### src/rtl/instr_prefetch_if.sv
// Bus bundle between the instruction prefetcher, its instruction memory and its consumer.
// master: the prefetcher. slave: the memory/consumer side.
interface instr_prefetch_if;

   logic        mem_rd;
   logic [31:0] mem_raddr;
   logic [31:0] mem_rdata;
   logic        instr_valid;
   logic [31:0] instr_data;
   logic [63:0] instr_pc;
   logic        instr_ready;

   modport master (
      output mem_rd,
      output mem_raddr,
      input  mem_rdata,
      output instr_valid,
      output instr_data,
      output instr_pc,
      input  instr_ready
   );

   modport slave (
      input  mem_rd,
      input  mem_raddr,
      output mem_rdata,
      input  instr_valid,
      input  instr_data,
      input  instr_pc,
      output instr_ready
   );

endinterface

### src/rtl/instr_prefetch.sv
// Instruction prefetcher: one-cycle-latency memory reads buffered in a DEPTH-entry FIFO.
// Define INSTR_PREFETCH_ALIGN_CHECK_EN to halt on misaligned redirects instead of masking them.
module instr_prefetch #(
   parameter int unsigned DEPTH    = 4,
   parameter logic [63:0] RESET_PC = 64'd0
) (
   input  logic                    clock,
   input  logic                    reset,
   input  logic                    redirect,
   input  logic [63:0]             redirect_pc,
   instr_prefetch_if.master        bus,
   output logic [$clog2(DEPTH):0]  count,
   output logic                    misalign
);

   localparam int unsigned PTR_W = $clog2(DEPTH);
   localparam int unsigned CNT_W = PTR_W + 1;
   localparam logic [CNT_W:0] DEPTH_V = (CNT_W + 1)'(DEPTH);

`ifdef INSTR_PREFETCH_ALIGN_CHECK_EN
   typedef enum logic [1:0] {
      FETCH = 2'd0,
      FLUSH = 2'd1,
      HALT  = 2'd2
   } state_t;
`else
   typedef enum logic {
      FETCH = 1'b0,
      FLUSH = 1'b1
   } state_t;
`endif

   state_t           state;
   state_t           state_nxt;
   state_t           redirect_state;

   logic [63:0]      fetch_pc;
   logic [63:0]      req_pc;
   logic [63:0]      redirect_target;
   logic             inflight;
   logic [PTR_W-1:0] wr_ptr;
   logic [PTR_W-1:0] rd_ptr;
   logic [CNT_W:0]   occupancy;
   logic             issue;
   logic             push;
   logic             pop;

   logic [31:0]      data_mem [DEPTH];
   logic [63:0]      pc_mem   [DEPTH];

   // Reserve a slot for the in-flight read so a response always has room.
   always_comb begin
      occupancy = {1'b0, count} + {{CNT_W{1'b0}}, inflight};
      issue     = (state == FETCH) && !redirect && (occupancy < DEPTH_V);
      push      = inflight && !redirect;
      pop       = bus.instr_valid && bus.instr_ready;
   end

   assign bus.mem_rd      = issue;
   assign bus.mem_raddr   = fetch_pc[31:0];
   assign bus.instr_valid = (count != '0) && !redirect;
   assign bus.instr_data  = data_mem[rd_ptr];
   assign bus.instr_pc    = pc_mem[rd_ptr];

`ifdef INSTR_PREFETCH_ALIGN_CHECK_EN
   assign redirect_target = redirect_pc;
`else
   assign redirect_target = redirect_pc & ~64'd3;
`endif

   always_comb begin
      // NOTE: every always_comb output gets a default first, so no path can infer a latch.
      state_nxt      = state;
      redirect_state = FLUSH;
`ifdef INSTR_PREFETCH_ALIGN_CHECK_EN
      if (redirect_pc[1:0] != 2'b00) begin
         redirect_state = HALT;
      end
`endif
      case (state)
         FETCH: if (redirect) state_nxt = redirect_state;
         FLUSH: state_nxt = redirect ? redirect_state : FETCH;
`ifdef INSTR_PREFETCH_ALIGN_CHECK_EN
         HALT:  if (redirect) state_nxt = redirect_state;
`endif
         default: state_nxt = FETCH;
      endcase
   end

   // NOTE: sequential state uses non-blocking assignments so every flop samples pre-edge values.
   always_ff @(posedge clock) begin
      if (reset) begin
         state <= FETCH;
      end else begin
         state <= state_nxt;
      end
   end

   always_ff @(posedge clock) begin
      if (reset) begin
         fetch_pc <= RESET_PC;
         req_pc   <= RESET_PC;
         inflight <= 1'b0;
         wr_ptr   <= '0;
         rd_ptr   <= '0;
         count    <= '0;
      end else if (redirect) begin
         fetch_pc <= redirect_target;
         inflight <= 1'b0;
         wr_ptr   <= '0;
         rd_ptr   <= '0;
         count    <= '0;
      end else begin
         inflight <= issue;
         if (issue) begin
            fetch_pc <= fetch_pc + 64'd4;
            req_pc   <= fetch_pc;
         end
         if (push) begin
            wr_ptr <= wr_ptr + PTR_W'(1);
         end
         if (pop) begin
            rd_ptr <= rd_ptr + PTR_W'(1);
         end
         case ({push, pop})
            2'b10:   count <= count + CNT_W'(1);
            2'b01:   count <= count - CNT_W'(1);
            default: count <= count;
         endcase
      end
   end

   // NOTE: FIFO storage is deliberately not reset; pointers and count alone define validity.
   always_ff @(posedge clock) begin
      if (push && !reset) begin
         data_mem[wr_ptr] <= bus.mem_rdata;
         pc_mem[wr_ptr]   <= req_pc;
      end
   end

`ifdef INSTR_PREFETCH_ALIGN_CHECK_EN
   always_ff @(posedge clock) begin
      if (reset) begin
         misalign <= 1'b0;
      end else if (redirect) begin
         misalign <= (redirect_pc[1:0] != 2'b00);
      end
   end
`else
   assign misalign = 1'b0;
`endif

   a_count_bounded: assert property (@(posedge clock) disable iff (reset)
      count <= CNT_W'(DEPTH));

   a_push_has_room: assert property (@(posedge clock) disable iff (reset)
      push |-> ((count < CNT_W'(DEPTH)) || pop));

endmodule

### src/flat_wrapper.sv
// flat-port wrapper written by rule: the top's interface ports become plain ports
module instr_prefetch_flat 
#(
   parameter int unsigned DEPTH    = 4,
   parameter logic [63:0] RESET_PC = 64'd0
)
  (clock, reset, redirect, redirect_pc, count, misalign, bus_mem_rd, bus_mem_raddr, bus_mem_rdata, bus_instr_valid, bus_instr_data, bus_instr_pc, bus_instr_ready);
  instr_prefetch_if bus_i ();
  input  logic clock;
  input  logic reset;
  input  logic redirect;
  input  logic [63:0] redirect_pc;
  output logic [$clog2(DEPTH):0] count;
  output logic misalign;
  output wire logic [$bits(bus_i.mem_rd)-1:0] bus_mem_rd;
  output wire logic [$bits(bus_i.mem_raddr)-1:0] bus_mem_raddr;
  input wire logic [$bits(bus_i.mem_rdata)-1:0] bus_mem_rdata;
  output wire logic [$bits(bus_i.instr_valid)-1:0] bus_instr_valid;
  output wire logic [$bits(bus_i.instr_data)-1:0] bus_instr_data;
  output wire logic [$bits(bus_i.instr_pc)-1:0] bus_instr_pc;
  input wire logic [$bits(bus_i.instr_ready)-1:0] bus_instr_ready;
  assign bus_mem_rd = bus_i.mem_rd;
  assign bus_mem_raddr = bus_i.mem_raddr;
  assign bus_i.mem_rdata = bus_mem_rdata;
  assign bus_instr_valid = bus_i.instr_valid;
  assign bus_instr_data = bus_i.instr_data;
  assign bus_instr_pc = bus_i.instr_pc;
  assign bus_i.instr_ready = bus_instr_ready;
  instr_prefetch #(.DEPTH(DEPTH), .RESET_PC(RESET_PC)) u_core (.clock(clock), .reset(reset), .redirect(redirect), .redirect_pc(redirect_pc), .bus(bus_i), .count(count), .misalign(misalign));
endmodule
### config.mk
export PLATFORM = sky130hd
export DESIGN_NAME = instr_prefetch_flat
export DESIGN_NICKNAME = d
export VERILOG_FILES = /design/src/rtl/instr_prefetch_if.sv /design/src/rtl/instr_prefetch.sv /design/src/flat_wrapper.sv
export SDC_FILE = /design/constraint.sdc
export NUM_CORES = 1
export LEC_CHECK = 0
export CAP_MARGIN = 20
export CORE_MARGIN = 3
export CORE_UTILIZATION = 45
export DETAILED_ROUTE_END_ITERATION = 10
export PLACE_DENSITY = 0.66
export SYNTH_ARGS = -nofsm -noshare
export SYNTH_HDL_FRONTEND = slang
export SYNTH_SLANG_ARGS = --single-unit
### constraint.sdc
create_clock -name clock -period 7.5 [get_ports clock]
set_input_delay 0.75 -clock clock [delete_from_list [all_inputs] [get_ports clock]]
set_output_delay 0.75 -clock clock [all_outputs]
set_load 0.1 [all_outputs]
==> After elaboration in Yosys (flattened, before gate mapping) <==
Memory sizes are Yosys's and may differ from the RTL's. A register that Yosys moved wholly into a read port is not among the register bits.
Index checks and enable logic that the tools add are counted.
{ "op_classes": {"n_lt_le_gt_ge": 1, "n_reduce_logical": 13, "addsub": 6, "mux": 10, "bitwise": 2, "eq_ne": 2} }
{ "ops": {"columns": ["operator", "count"], "rows": [
  ["$mux 64", 2],
  ["$add 64x3->64 const B", 1],
  ["$mux 2", 4],
  ["$logic_and 1x1->1", 6],
  ["$pmux 3 s2", 1],
  ["$add 2x1->2 const B", 2],
  ["$add 3x1->4", 1],
  ["$lt 4x3->1 const B", 1],
  ["$reduce_bool 2->1", 2],
  ["$add 3x1->3 const B", 1],
  ["$mux 1", 3],
  ["$reduce_bool 3->1", 1],
  ["$sub 3x1->3 const B", 1],
  ["$eq 2x1->1 const B", 1],
  ["$eq 2x2->1 const B", 1],
  ["$logic_not 1->1", 2],
  ["$not 1->1", 2],
  ["$reduce_and 2->1", 1],
  ["$reduce_or 2->1", 1]
]} }
{ "word_totals": {"in_bits": 100, "mem_count": 2, "regBits": 137, "ramBits": 384, "out_inout_bits": 134} }
{ "mem_list": {"columns": ["memory", "words", "word_bits", "read_ports", "rd_clocked_by_memory_dff", "wr", "line_no", "text"], "rows": [
  ["u_core.pc_mem", 4, 64, 1, 1, 1, "instr_prefetch.sv:49", "logic [63:0] pc_mem [DEPTH];"],
  ["u_core.data_mem", 4, 32, 1, 1, 1, "instr_prefetch.sv:48", "logic [31:0] data_mem [DEPTH];"]
]} }

==> Depth between registers and ports, before layout <==
Gate-level depths: netlist of run 1.
{ "logic_depth": {"ltp_word": 5, "ltp_mapped": 11} }

==> Worst setup path before layout of run 1 <==
OpenSTA, ideal clock, no wires.
{ "synth_timing": {"path_type": "input-to-reg", "startpoint": "input redirect", "endpoint": "memory u_core.data_mem[0][0], enable pin", "setup_slack_ps": 3507, "t_required_ps": 7036, "stages": 3, "n_path_buf": 1, "arrival_ps": 3529, "setup_time_ps": 464, "cell_sequence": "clkbuf_1 nor2_1 and3_1"} }
{ "synth_via": {"elab_chain_len": 5} }
{ "synth_rtl": {"columns": ["item", "line_no", "text"], "rows": [
  ["start, declared", "flat_wrapper.sv:11", "input logic redirect;"],
  ["$logic_not 1->1", "instr_prefetch.sv:55", "push = inflight && !redirect;"],
  ["$logic_and 1x1->1", "instr_prefetch.sv:55", null],
  ["$logic_and 1x1->1", "instr_prefetch.sv:135", "if (push && !reset) begin"],
  ["$mux 1", "instr_prefetch.sv:135", null],
  ["$mux 1 (implied by the code)", "instr_prefetch.sv:136", "data_mem[wr_ptr] <= bus.mem_rdata;"],
  ["end, declared", "instr_prefetch.sv:48", null]
]} }
No other way between the ends.

==> results of run 1 <==
## per-stage QoR
step / setup WS (ps) / power (W) / hold WS (ps) / cell area [um^2] / std cells
3_3_place_gp: 3327 / 0.003574 / 463.1 / 22840 / 2082
3_5_place_dp: 3282 / 0.003582 / 473.7 / 22840 / 2083
2_1_floorplan: 3507 / 0.003450 / 440.1 / 20340 / 1361
4_1_cts: 2892 / 0.006087 / 482.3 / 24490 / 2181
5_1_grt: 2839 / 0.006220 / 512.4 / 24500 / 2182
6_report: 2985 / 0.006024 / 484.9 / 24500 / 2182
## registers in the layout, summed over array words and instances, names as in the netlist, named ones only
| name | flops |
|---|---|
| u_core.pc_mem | 248 |
| u_core.data_mem | 128 |
| u_core.fetch_pc | 62 |
| u_core.req_pc | 62 |
| u_core.count | 3 |
| u_core.rd_ptr | 2 |
| u_core.wr_ptr | 2 |
| u_core.inflight | 1 |
| u_core.state | 1 |
## logic make-up (layout without fill, tap and decap cells)
group	after synthesis	after routing
AOI/OAI and AO/OA	161	161
xor gates and xnor gates	38	38
DFF	511	511
and+or+nand+nor	410	410
buffers and inverters	132	361
muxes	97	97
adders and majority gates	7	7
other	1	5
## placed cells by master (no fill, tap or decap), types with 20 or more instances in the layout
cell type,count
a211oi_1,25
a21oi_1,76
clkbuf_16,55
clkdlybuf4s50_1,224
dfxtp_1,133
edfxtp_1,376
mux4_2,94
nand2_1,178
nand3_1,31
nand4_1,34
nor2_1,66
nor3_1,21
nor4_1,20
xnor2_1,20
## layer usage
layer  wire length [um]  share of wire (%)  vias to the layer above  global-route usage, %
li1                   -                  -                     5578                      -
met3               2762                5.7                       66                  3.476
met2              23740                 49                      348                  33.19
met1              21180                 43                     6181                  28.00
met4               1011                2.1                        0                  5.545
met5                  0                  0                        -                      0
## critical path: stages, from the launching register on
cell and delay, ps:
dfxtp_4 970, buf_4 640, mux4_2 310, clkdlybuf4s50_1 1190
## power by group through the flow
stage          clock [W]  combinational (W)  sequential (W)
2_1_floorplan          0           0.000283         0.00317
3_3_place_gp           0           0.000385         0.00319
3_5_place_dp           0           0.000389         0.00319
4_1_cts          0.00256           0.000390         0.00313
5_1_grt          0.00267           0.000409         0.00314
6_report         0.00250           0.000388         0.00313
## layout make-up
| class | count | area [um^2] | share of cell area, % |
|---|---|---|---|
| clock buffers | 73 | 1454 | 5.934 |
| inverters | 19 | 71.32 | 0.2911 |
| repair buffers | 244 | 2402 | 9.804 |
| multi-input cells | 718 | 5634 | 22.99 |
| flip-flops and latches | 511 | 14000 | 57.14 |
| well taps | 592 | 740.7 | 3.023 |
| clock inverters | 25 | 198.9 | 0.8119 |
## how the worst max path moves through the flow
stage                                   to      start
floorplan            u_core.data_mem[0][0]   redirect
global placement    u_core.data_mem[3][26]   redirect
detailed placement    u_core.pc_mem[0][46]   redirect
CTS                       bus_instr_pc[52]  flip-flop
global route              bus_instr_pc[52]  flip-flop
finish                    bus_instr_pc[55]  flip-flop
==> metrics.csv, run 1 <==
metric,value,unit
power per cell area,245.9,mW/mm^2
Async SR Flop Fraction,0,%
Clock Skews,9.738,ps
Synth Area in Compound Gates,5.176,%
Hold Startpoint,u_core.fetch_pc[63],
endpoint type of the worst setup path,primary output,
Die Wd,218.6,um
Synth top area share,55.54,%
CTS resizes,0,
antenna cells,0,
synth top area cells,"edfxtp_1 56%, dfxtp_1 13%, mux4_2 10%, nand2_1 3.3%, a21oi_1 1.9%",
CP Max Fanout,55,
first-pass GRT wire length,73.28,mm
root buf cell,clkbuf_16,
WHS Endpoint,u_core.req_pc[63],
Routed Antenna Nets,0,
I/O pins,234,
full die area,0.04776,mm^2
vias in the first global route,12143,
# rows,77,
Post-Synth Simple-Gate Area,9.669,%
Setup TNS,0,ps
Int Pwr,0.004646,W
clock-pin slew of the registers on the worst-case setup and hold paths,60,ps
clock latency on the worst-skew pair,580,ps
ys flop type,edfxtp_1,
cell depth of the worst hold path,2,
Post-Synthesis Cells,1357,
hold_buf cts,0,
largest net degree at the start of global routing,68,
Core Area,0.04441,mm^2
H-tree Lvls,2,
drt total wl,48.69,mm
Tightest Pin Transition,1074,ps
R2R setup slack,4280,ps
Worst EP required,6750,ps
part of the cycle the worst path needs,60.21,%
Peak Freq,0.2215,GHz
dpl hpwl,29.93,mm
min-delay worst type,flip-flop to flip-flop,
I/O Buffers,226,
Max VDD drop,0.1550,mV
syn_area_per_cell,14.98,um^2
largest family of logic cells by synthesized area,multiplexers,
clk sinks,511,
vias per cell,5.579,
"Setup Fix Bufs, Post-CTS",0,
cell taking the most area after synthesis,edfxtp_1,
Flop pwr share,52.0,%
Slew Limit Fails,0,
DRT iter0 DRCs,820,
RSZ-0062 raised after global routing,no,
number of synthesized flops with an enable pin,376,
crit path DAT,3770,ps
Static Leak,7.620,nW
post-synthesis mux area share,10.56,%
Die H,218.6,um
Placer Congestion,0.8102,
post-synthesis xor/xnor area fraction,1.637,%
clock network power share,41.5,%
"FF+latch count, synth",511,
via count,12173,
Total GRT Usage,20.20,%
Synth Area in Adders,0.4677,%
Synth-to-Final Area Change,20.53,%
Initial Util,45.77,%
worst reg2reg path depth,5,
final-report setup violation count,0,
layout cell share with drive strength beyond 1,13.21,%
maxcap violations,0,
post-synthesis sequential area ratio,68.83,%
r2r startpoint,u_core.fetch_pc[2],
TritonCTS clock tree,built,
Residual DRC,0,
synth warn,0,
critical path class,flip-flop to primary output,
"count leader, synth",edfxtp_1,
fin nets,1653,
fillers,3645,
Sw Ratio,22.87,%
post-layout min period,4515,ps
count of different cell masters after synthesis,65,
Reg2Reg Capture Point,u_core.fetch_pc[58],
CTS buffer count,52,
commonest cells in the netlist,"376 x edfxtp_1, 179 x nand2_1, 135 x dfxtp_1, 94 x mux4_2, 76 x a21oi_1",
status,finished clean,
Comb pwr share,6.4,%
"Core Util, Final",55.17,%
Slew HR,28.19,%
wire per inst,22.32,um
grt total ovfl,0,
initial antenna violation count,0,
CTS Buffer Depth,3,
mapped cell area,0.02033,mm^2
DRT Pass-1 Iters,5,
crit start category,flip-flop,
endpoints failing hold,0,
P_sw,0.001378,W
Note: power is estimated with default switching activity, not from simulation.
==> run 2, diff against run 1 <==
- clock period: 7.5 -> 4.4 ns (I/O delays scaled with it)
==> run 2 against run 1 <==
Compared with the run above: register-to-register slack lost 2900 ps; sequential share of layout area is essentially flat; first-iteration DRC count rose by 15%; combinational power rose by 71%; routed wire length is 0.89% higher; die area unchanged; clock power rose by 57%; clock-buffer cell count increased by 2; non-clock buffer count up 16; cell count grew 0.46%; critical endpoint is now bus_instr_pc[25]; largest cell class unchanged; largest power group unchanged; highest routed layer unchanged.
==> metrics.csv, run 2 (same netlist as run 1, synthesis figures left out) <==
metric,value,unit
Clock Skews,13.96,ps
I/O pins,234,
Placer Congestion,0.8387,
clk sinks,511,
drt total wl,49.13,mm
Sw Ratio,22.83,%
initial antenna violation count,0,
part of the cycle the worst path needs,86.48,%
top sig layer,met4,
full die area,0.04776,mm^2
Slew HR,27.65,%
clock-pin slew of the registers on the worst-case setup and hold paths,60,ps
wire per inst,22.41,um
"Core Util, Final",55.21,%
hold_buf cts,0,
Reg with most FFs,u_core.pc_mem,
Residual DRC,0,
min-delay worst type,input pin to flip-flop,
"commonest non-fill, non-tap cell in the layout",edfxtp_1,
Core Area,0.04441,mm^2
H-tree Lvls,2,
status,finished clean,
fin nets,1668,
Max VDD drop,0.2404,mV
met3 WL,2.771,mm
Worst EP required,3960,ps
Initial Util,45.77,%
first-pass GRT wire length,74.58,mm
endpoints failing hold,0,
M1 WL,21.01,mm
vias per cell,5.576,
endpoint type of the worst setup path,primary output,
layout cell share with drive strength beyond 1,13.69,%
Tightest Pin Transition,1082,ps
Comb pwr share,6.7,%
Int Pwr,0.007658,W
Peak Freq,0.2628,GHz
root buf cell,clkbuf_16,
"Setup Fix Bufs, Post-CTS",0,
met2 routed WL,23.87,mm
CTS buffer count,51,
critical path class,flip-flop to primary output,
final-report setup violation count,0,
biggest regs,"u_core.pc_mem x248, u_core.data_mem x128",
clock latency on the worst-skew pair,580,ps
I/O Buffers,226,
dpl hpwl,31.49,mm
Die Wd,218.6,um
Synth-to-Final Area Change,20.62,%
grt total ovfl,0,
clock network power share,39.5,%
P_sw,0.002266,W
power per cell area,404.7,mW/mm^2
Total GRT Usage,20.60,%
RSZ-0062 raised after global routing,no,
Routed Antenna Nets,0,
antenna cells,0,
vias in the first global route,12358,
Static Leak,7.647,nW
Slew Limit Fails,0,
CTS resizes,0,
Die H,218.6,um
# rows,77,
CP Max Fanout,25,
largest net degree at the start of global routing,71,
TritonCTS clock tree,built,
DRT iter0 DRCs,939,
crit start category,flip-flop,
Flop pwr share,53.8,%
DRT Pass-1 Iters,5,
most frequent cells in the layout,"376 x edfxtp_1, 217 x clkdlybuf4s50_1, 178 x nand2_1, 133 x dfxtp_1, 94 x mux4_2",
maxcap violations,0,
crit path DAT,3370,ps
via count,12223,
CTS Buffer Depth,3,
post-layout min period,3805,ps
max reg flops,248,
Setup TNS,0,ps
run 2: cell count changes in the layout (fill, tap and decap cells not counted), moves of 4 or more:
cell and delta:
clkinv_2 -6, buf_12 +7, buf_4 +17, clkbuf_16 -4
clkdlybuf4s50_1 -7, clkbuf_1 +6
run 2: power groups by stage:
stage | Sequential (W) | Clock, W | Combinational (W)
2_1_floorplan | 0.00540 | 0 | 0.000483
3_3_place_gp | 0.00544 | 0 | 0.000661
3_5_place_dp | 0.00544 | 0 | 0.000666
4_1_cts | 0.00534 | 0.00403 | 0.000669
5_1_grt | 0.00535 | 0.00423 | 0.000702
6_report | 0.00534 | 0.00392 | 0.000664
run 2: area by class of cell:
type	count	area, um^2
clock buffer	75	1376
clock inverter	17	103.9
fill	3648	19890
inverter	19	71.32
multi-input combinational	718	5634
sequential	511	14000
tap	592	740.7
timing repair buffer	260	2595
run 2: layer usage:
metal	track usage [%]	vias to the layer above
met5	0	-
met4	7.502	0
met3	3.448	78
met2	33.55	390
met1	28.08	6146
li1	-	5609
run 2: through the flow:
| step | hold slack [ps] | total power, W | cells | worst slack, ps | cell area [um^2] |
|---|---|---|---|---|---|
| 5_1_grt | 429.9 | 0.01028 | 2192 | 422.7 | 24520 |
| 3_5_place_dp | 473.7 | 0.006109 | 2100 | 1128 | 23040 |
| 2_1_floorplan | 440.1 | 0.005881 | 1361 | 717.3 | 20340 |
| 6_report | 434.4 | 0.009924 | 2192 | 594.7 | 24520 |
| 3_3_place_gp | 470.2 | 0.006097 | 2100 | 1135 | 23040 |
| 4_1_cts | 403.9 | 0.01004 | 2192 | 505.2 | 24520 |
run 2: path summary, 6_finish.rpt:
| kind | end | startpoint | depth (start not counted) | slack [ps] |
|---|---|---|---|---|
| hold / removal | u_core.req_pc[46] | reset | 2 | 430 |
| setup reg to reg | u_core.fetch_pc[58] | u_core.fetch_pc[4] | 5 | 1360 |
| hold reg to reg | u_core.req_pc[46] | u_core.fetch_pc[46] | 2 | 480 |
| setup / recovery | bus_instr_pc[25] | flip-flop | 3 | 590 |
run 2: worst max-delay path, cell delays in order (launching register included):
cell and delay [ps]:
dfxtp_4 720, buf_4 470, mux4_2 550, clkdlybuf4s50_1 1030
==> run 3, diff against run 2 <==
- CORE_MARGIN: 3 -> 2
==> run 3 against run 2 <==
Compared with the run above: highest routed layer unchanged; critical path type unchanged; final area grew 0.56%; combinational power is essentially flat; clock-buffer cell count grew 5; critical endpoint is now bus_instr_pc[33]; fmax grew 4.4%; worst setup slack gained 160 ps; largest power group unchanged; first-iteration DRC count grew 9.4%; clock power grew 6.4%.
==> metrics.csv, run 3 (same netlist as run 1, synthesis figures left out) <==
metric,value,unit
Non-Filler Instances,2190,
Worst EP required,3960,ps
initial antenna violation count,0,
CP Max Fanout,41,
status,finished clean,
I/O pins,234,
cell depth of the worst hold path,2,
Placer Congestion,0.8672,
wire per inst,21.86,um
crit start category,flip-flop,
Tightest Pin Transition,1058,ps
CTS buffer count,51,
GR peak layer,met2,
Die Wd,216.6,um
Slew HR,29.25,%
Clock Skews,13.19,ps
dpl cells,2095,
DRT Pass-1 Iters,5,
clock latency on the worst-skew pair,590,ps
Peak Freq,0.2742,GHz
met3 Use GR,3.874,%
fin nets,1663,
"Setup Fix Bufs, Post-CTS",0,
root buf cell,clkbuf_16,
vias in the first global route,12236,
clock-pin slew of the registers on the worst-case setup and hold paths,60,ps
critical path class,flip-flop to primary output,
Sw Ratio,22.81,%
endpoint type of the worst setup path,primary output,
Reg2Reg Capture Point,u_core.fetch_pc[52],
H-tree Lvls,2,
R2R setup slack,1380,ps
Slew Limit Fails,0,
P_sw,0.002321,W
GR Layer Usage met1,29.35,%
Total GRT Usage,20.37,%
# rows,77,
RSZ-0062 raised after global routing,no,
dpl hpwl,30.39,mm
power per cell area,412.6,mW/mm^2
largest net degree at the start of global routing,67,
vias per cell,5.547,
Flop pwr share,52.5,%
Int Pwr,0.007854,W
final-report setup violation count,0,
Core Area,0.04441,mm^2
CP cell instances,buf_12 -> mux4_2 -> clkdlybuf4s50_1,
layout cell share with drive strength beyond 1,14.46,%
CTS Buffer Depth,3,
TritonCTS clock tree,built,
clk sinks,511,
antenna cells,0,
Comb pwr share,6.5,%
Max VDD drop,0.3012,mV
maxcap violations,0,
Routed Antenna Nets,0,
full die area,0.04689,mm^2
"commonest non-fill, non-tap cell in the layout",edfxtp_1,
via count,12147,
drt total wl,47.87,mm
Reg with most FFs,u_core.pc_mem,
r2r startpoint,u_core.inflight,
Setup TNS,0,ps
slowest CP cell,clkdlybuf4s50_1,
fillers,3600,
Hold Startpoint,reset,
Initial Util,45.77,%
worst reg2reg path depth,6,
hold_buf cts,0,
GR Util met2,31.32,%
max reg flops,248,
I/O Buffers,226,
post-layout min period,3646,ps
Residual DRC,0,
endpoints failing hold,0,
WHS Endpoint,u_core.req_pc[30],
DRT iter0 DRCs,1027,
grt total ovfl,0,
CTS resizes,0,
Die H,216.6,um
part of the cycle the worst path needs,82.87,%
clock network power share,41.0,%
Static Leak,7.705,nW
biggest regs,"u_core.pc_mem x248, u_core.data_mem x128",
crit path DAT,3210,ps
min-delay worst type,input pin to flip-flop,
most frequent cells in the layout,"376 x edfxtp_1, 214 x clkdlybuf4s50_1, 178 x nand2_1, 133 x dfxtp_1, 94 x mux4_2",
"slowest stage delay, CP",1020,ps
Synth-to-Final Area Change,21.29,%
first-pass GRT wire length,72.84,mm
-- run 3: cell types whose count changed in the layout (fill, tap and decap cells not counted), moves of 3 or more --
cell and delta:
buf_12 +4, buf_4 -6, clkbuf_1 -3, clkbuf_16 +3
clkbuf_8 +5, clkdlybuf4s50_1 -3, clkinv_1 -8, clkinv_2 +6
-- run 3: how the worst max path moves through the flow --
stage,from,to,slack [ps],cells after the start
3_3_place_gp,flip-flop,bus_instr_pc[30],1300,3
3_5_place_dp,flip-flop,bus_instr_pc[30],1300,3
2_1_floorplan,redirect,u_core.data_mem[0][0],720,3
5_1_grt,flip-flop,bus_instr_pc[29],590,3
6_report,flip-flop,bus_instr_pc[33],750,3
4_1_cts,flip-flop,bus_instr_pc[30],670,3
-- run 3: routing by layer --
layer  vias to the layer above  share of wire [%]
met4                         0                2.7
met3                        77                5.5
li1                       5597                  -
met2                       373                 46
met1                      6100                 46
met5                         -                  0
-- run 3: layout make-up --
type | count | area (um^2) | share of cell area, %
inverter | 19 | 71.32 | 0.2892
sequential | 511 | 14000 | 56.78
clock inverter | 15 | 102.6 | 0.4161
tap | 592 | 740.7 | 3.004
timing repair buffer | 255 | 2600 | 10.54
multi-input combinational | 718 | 5634 | 22.85
clock buffer | 80 | 1509 | 6.119
-- run 3: worst max-delay path: cells and delay by family (launching register included) --
kind,cells,cell delay (ps)
buffers and inverters,2,1400
flip-flops,1,610
multiplexers,1,550
-- run 3: power groups by stage --
stage	Clock, W	Combinational (W)	Sequential [W]
6_report	0.00417	0.000662	0.00534
5_1_grt	0.00445	0.000701	0.00535
4_1_cts	0.00426	0.000667	0.00534
3_5_place_dp	0	0.000664	0.00544
3_3_place_gp	0	0.000658	0.00544
2_1_floorplan	0	0.000483	0.00540
-- run 3: metrics by stage --
| stage | worst slack [ps] | utilization [%] | area [um^2] | power (W) | hold slack [ps] |
|---|---|---|---|---|---|
| finish | 753.6 | 55.52 | 24660 | 0.01018 | 413.5 |
| global route | 591.2 | 55.52 | 24660 | 0.01050 | 418.6 |
| CTS | 671.2 | 55.52 | 24660 | 0.01027 | 380.9 |
| detailed placement | 1300 | 51.89 | 23050 | 0.006108 | 486.5 |
| global placement | 1304 | 51.89 | 23050 | 0.006097 | 471.3 |
| floorplan | 717.3 | - | 20340 | 0.005881 | 440.1 |
